**config.mk**
```make
export PLATFORM = sky130hd
export DESIGN_NAME = priority_interrupt_controller_16
export DESIGN_NICKNAME = d
export VERILOG_FILES = /design/src/rtl/priority_interrupt_controller_16_pkg.sv /design/src/rtl/priority_interrupt_controller_16_irq_priority_select.sv /design/src/rtl/priority_interrupt_controller_16.sv
export SDC_FILE = /design/constraint.sdc
export NUM_CORES = 1
export LEC_CHECK = 0
export CORE_UTILIZATION = 35
export CTS_BUF_LIST = sky130_fd_sc_hd__clkbuf_4 sky130_fd_sc_hd__clkbuf_8
export CTS_CLUSTER_SIZE = 10
export DETAILED_ROUTE_END_ITERATION = 10
export HOLD_SLACK_MARGIN = 0.03
export REMOVE_ABC_BUFFERS = 1
export SKIP_LAST_GASP = 1
export SYNTH_ARGS = -nofsm -noshare
export SYNTH_HDL_FRONTEND = slang
export SYNTH_HIERARCHICAL = 1
export SYNTH_SLANG_ARGS = --single-unit
export TNS_END_PERCENT = 20
```
**constraint.sdc**
```tcl
create_clock -name Clock_In -period 4.3 [get_ports Clock_In]
set_input_delay 0.86 -clock Clock_In [delete_from_list [all_inputs] [get_ports Clock_In]]
set_output_delay 0.86 -clock Clock_In [all_outputs]
set_load 0.02 [all_outputs]
```
**src/rtl/priority_interrupt_controller_16_pkg.sv**
```systemverilog
// Shared constants and FSM state encoding for the 16-source interrupt controller.
`default_nettype none

package priority_interrupt_controller_16_pkg;

  localparam int NUM_SOURCES  = 16;
  localparam int VECTOR_WIDTH = $clog2(NUM_SOURCES);

  typedef enum logic [1:0] {
    IDLE    = 2'd0,
    REQUEST = 2'd1,
    SERVICE = 2'd2
  } pic_state_t;

endpackage

`default_nettype wire

```
**src/rtl/priority_interrupt_controller_16_irq_priority_select.sv**
```systemverilog
// Combinational 16:4 priority encoder; the highest set bit wins, index 0 when none set.
`default_nettype none

module irq_priority_select
  import priority_interrupt_controller_16_pkg::*;
(
  input  logic [NUM_SOURCES-1:0]  i_masked_pending,
  output logic [VECTOR_WIDTH-1:0] o_index,
  output logic                    o_any
);

  always_comb begin
    o_index = '0;
    for (int i = 0; i < NUM_SOURCES; i++) begin
      if (i_masked_pending[i]) begin
        o_index = VECTOR_WIDTH'(i);
      end
    end
  end

  assign o_any = |i_masked_pending;

endmodule

`default_nettype wire

```
**src/rtl/priority_interrupt_controller_16.sv**
```systemverilog
// Sixteen-source edge-captured interrupt controller with request/ack/EOI handshake.
`default_nettype none

module priority_interrupt_controller_16
  import priority_interrupt_controller_16_pkg::*;
(
  input  logic                    Clock_In,
  input  logic                    Reset_n_In,
  input  logic                    Enable_In,
  input  logic [NUM_SOURCES-1:0]  Request_In,
  input  logic [NUM_SOURCES-1:0]  Mask_In,
  input  logic                    Ack_In,
  input  logic                    Eoi_In,
  output logic                    Irq_Out,
  output logic [VECTOR_WIDTH-1:0] Vector_Out,
  output logic                    In_Service_Out,
  output logic [NUM_SOURCES-1:0]  Pending_Out
);

  pic_state_t               r_state;
  logic [NUM_SOURCES-1:0]   r_req_prev;
  logic [NUM_SOURCES-1:0]   r_pending;
  logic                     r_irq;
  logic [VECTOR_WIDTH-1:0]  r_vector;
  logic                     r_in_service;

  pic_state_t               w_state_nxt;
  logic                     w_irq_nxt;
  logic [VECTOR_WIDTH-1:0]  w_vector_nxt;
  logic                     w_in_service_nxt;
  logic [NUM_SOURCES-1:0]   w_clr;
  logic [NUM_SOURCES-1:0]   w_edge;
  logic [NUM_SOURCES-1:0]   w_pending_nxt;
  logic [NUM_SOURCES-1:0]   w_masked;
  logic [VECTOR_WIDTH-1:0]  w_sel;
  logic                     w_any;

  assign w_edge        = Request_In & ~r_req_prev;
  assign w_masked      = r_pending & ~Mask_In;
  // Set is applied after clear so a new edge on the acknowledged source is kept.
  assign w_pending_nxt = (r_pending & ~w_clr) | w_edge;

  irq_priority_select u_select (
    .i_masked_pending (w_masked),
    .o_index          (w_sel),
    .o_any            (w_any)
  );

  always_ff @(posedge Clock_In or negedge Reset_n_In) begin
    if (!Reset_n_In) begin
      r_state      <= IDLE;
      r_req_prev   <= '0;
      r_pending    <= '0;
      r_irq        <= 1'b0;
      r_vector     <= '0;
      r_in_service <= 1'b0;
    end else begin
      r_state      <= w_state_nxt;
      r_req_prev   <= Request_In;
      r_pending    <= w_pending_nxt;
      r_irq        <= w_irq_nxt;
      r_vector     <= w_vector_nxt;
      r_in_service <= w_in_service_nxt;
    end
  end

  always_comb begin
    w_state_nxt      = r_state;
    w_irq_nxt        = r_irq;
    w_vector_nxt     = r_vector;
    w_in_service_nxt = r_in_service;
    w_clr            = '0;
    case (r_state)
      IDLE: begin
        if (Enable_In && w_any) begin
          w_state_nxt  = REQUEST;
          w_irq_nxt    = 1'b1;
          w_vector_nxt = w_sel;
        end
      end
      REQUEST: begin
        // Ack takes precedence: the CPU acknowledged the vector it was shown.
        if (Ack_In) begin
          w_clr            = NUM_SOURCES'(1) << r_vector;
          w_state_nxt      = SERVICE;
          w_irq_nxt        = 1'b0;
          w_in_service_nxt = 1'b1;
        end else if (!Enable_In || !w_any) begin
          w_state_nxt  = IDLE;
          w_irq_nxt    = 1'b0;
          w_vector_nxt = '0;
        end else begin
          w_vector_nxt = w_sel;
        end
      end
      SERVICE: begin
        if (Eoi_In) begin
          w_state_nxt      = IDLE;
          w_in_service_nxt = 1'b0;
          w_vector_nxt     = '0;
        end
      end
      default: begin
        w_state_nxt      = IDLE;
        w_irq_nxt        = 1'b0;
        w_vector_nxt     = '0;
        w_in_service_nxt = 1'b0;
      end
    endcase
  end

  assign Irq_Out        = r_irq;
  assign Vector_Out     = r_vector;
  assign In_Service_Out = r_in_service;
  assign Pending_Out    = r_pending;

endmodule

`default_nettype wire
```
==> results.md <==
* Via count at 1416
* ANT cells at 0
* #FFs+latches synth at 40
* Hold Vio Cnt, Final at 0
* RSZ-0062 raised after global routing: false
* # rows at 25
* Count of clock tree sinks at 40
* Final-stage net count at 262
* Total wire length at 4.23 mm
* Startpoint Class: primary input
* Leakage at 0.989 nW
* Tcrit/Tclk final at 59.6%
* Mapped Cells at 165
* I/O pin cnt at 59
* Num CTS Buffers at 5
* Synth async-reset ratio at 100%
* Slowest cell on crit path: clkdlybuf4s50_1
* Worst VDD drop at 156 uV
* Initial core utilization at 36.5%
* Final GP Congestion at 0.782
* CTS tree: built
* Cts-stage hold buffer count at 0
* Min-delay worst type: reg2reg
* Post-CTS setup buffers at 0
* Finished Core Util at 51.9%
* Share of cells above drive strength 1 at 5.33%
* Most common cell after layout, fill and taps aside: clkdlybuf4s50_1
* Overflow after GRT at 0
* Antenna-violating nets left at 0
* Required time worst endpoint at 4.48 ns
* # setup viols final at 0
* Largest net degree at the start of global routing at 41
* # DRC at 0
* Top FF cell, synth: dfrtp_1
* Area delta synth->final at 42.3%
* Post-Synth Adder-Cell Area at 0%
* Clock Skew at 0.00664 ns
* Post-synth EDFFs at 0
* Tot GR Track Use at 18.4%
* Leading area contributor after synthesis: dfrtp_1
* Max Freq at 391 MHz
* Netlist Area Pre-Place at 0.00172 mm^2
* Avg Cell Area, Syn at 10.4 um^2
* Simple-gate share of the synthesized area at 20.1%
* Drt first pass iters at 5
* Post-synthesis compound-gate area fraction at 16.6%
* Max-cap violation count at 0
* Die Ht at 72.2 um
* Chip width at 72.2 um
* Max-slew violations at 0
* Critical path class: in2reg
* Top-area cell type share of the netlist area at 58.1%
* DIE AREA at 0.00521 mm^2
* Power Density at 385 mW/mm^2
* CP Capture Type: flop
* Clk_lat worst skew at 0.29 ns
* CP peak stage delay at 0.48 ns
* First-pass GRT wire length at 7.07 mm
* Setup TNS at 0 ns
* Core ar. at 0.00472 mm^2
* Final min period at 2.56 ns
* Seq/Total Area, Yosys at 58.1%
* XOR/XNOR share of the synthesized area at 0%
* Post-cts sizing count at 0
* Most frequent cells in the layout: clkdlybuf4s50_1 (57), dfrtp_1 (40), o21ai_0 (25)
* Mux contribution to synthesized area at 0%
* H-tree Lvls at 2
* Area contributors post-synth: dfrtp_1 (58%), o21ai_0 (7.3%), nor2b_1 (5.8%), inv_1 (3.7%), o31ai_1 (3.5%)
* Largest family of logic cells by synthesized area: simple AND/OR/NAND/NOR gates
* Via density at 4.85
* Synth cell types at 31
* Placed cells at 285
* Initial antenna violation count at 0
* Max Fanout on Critical Path at 5
* Slew HR at 40.4%
* Vias in the first global route at 1404
* Worst-path cell chain: clkdlybuf4s50_1, nor2b_1, nor4_1, nand3_1, or2_1, and3b_4, and2_4, a22o_1
* Layout Cells excl Fill at 292
* Port Buffers at 58
* Wire length per cell at 14.5 um
* CTS clk-pin slew, worst paths at 0.08 ns
* Max clock buf depth at 2
* WP data arrival at 2.74 ns
* Detail Placement HPWL at 3.01 mm
* Initial DRC count at 77
* Ys Warns at 6
* Worst-Margin Slew at 0.895 ns
* CTS root buf: clkbuf_8
* Run status: finished clean
-- flip-flops by register name, summed over array words and instances (netlist names) --
| name | cells |
|---|---|
| r_req_prev | 16 |
| Irq_Out | 1 |
| Pending_Out | 16 |
| In_Service_Out | 1 |
| Vector_Out | 4 |
| r_state | 2 |
-- cell usage after synthesis (2+ instances only) --
cell and number:
inv_1 17, clkbuf_1 4, a22o_1 4, nand2b_1 5, dfrtp_1 40, o31ai_1 8, nor2b_1 16, o21ai_0 25
nand3b_1 5, nand3_1 4, o21ai_1 4, a21o_1 2, nand2_1 3, nor2_1 11
-- report_power, final --
group / total (mW) / switching, mW / internal [mW]
Clock: 0.265 / 0.122 / 0.143
Sequential: 0.459 / 0.0472 / 0.411
Combinational: 0.222 / 0.105 / 0.117
-- routing by layer --
layer | global-route usage (%) | up-vias | share of wire, % | wire, um
met1 | 24.3 | 686 | 45 | 1900
met4 | 5.88 | 0 | 1.4 | 58
met3 | 5.83 | 5 | 5.2 | 222
met2 | 28.8 | 37 | 48 | 2050
li1 | - | 688 | - | -
met5 | 0 | - | 0 | 0
-- kinds of logic (layout without fill, tap and decap cells) --
logic type,count (synthesis),after routing
simple gates,56,56
compound gates,47,47
flops,40,40
buf+inv,22,82
-- cell type report --
class                   count  area, um^2
well taps                  67        83.8
multi-input cells         103         632
inverters                  17        63.8
clock buffers               7        96.3
flip-flops and latches     40        1000
fillers                   436        2270
repair buffers             58         576
-- path summary, 6_finish.rpt --
| check | startpoint | to | slack (ns) | cells past startpoint |
|---|---|---|---|---|
| worst max-delay path | Mask_In[5] | Vector_Out[1] | 1.74 | 8 |
| worst min-delay path | r_req_prev[8] | Pending_Out[8] | 0.41 | 1 |
| worst max register to register | Pending_Out[5] | Vector_Out[1] | 2.29 | 7 |
| worst min register to register | r_req_prev[8] | Pending_Out[8] | 0.41 | 1 |
| max in group asynchronous | Reset_n_In | Pending_Out[3] | 3.05 | 1 |
| min in group asynchronous | Reset_n_In | r_req_prev[14] | 0.69 | 1 |
-- metrics by stage --
step           area, um^2  worst slack [ns]  hold WS [ns]  power [mW]
4_1_cts              2450              1.76         0.408       0.956
6_report             2450              1.74         0.409       0.945
5_1_grt              2450              1.53         0.414       0.997
2_1_floorplan        1700              2.09         0.392       0.560
3_5_place_dp         2360              1.45         0.398       0.688
3_3_place_gp         2360              1.51         0.396       0.684
-- worst max-delay path, delay by kind of cell --
kind	cells	cell delay (ns)
AO/OA/AOI/OAI	1	0.23
AND/OR/NAND/NOR	6	1.18
buffers and inverters	1	0.48
Note: power is estimated with default switching activity, not from simulation.
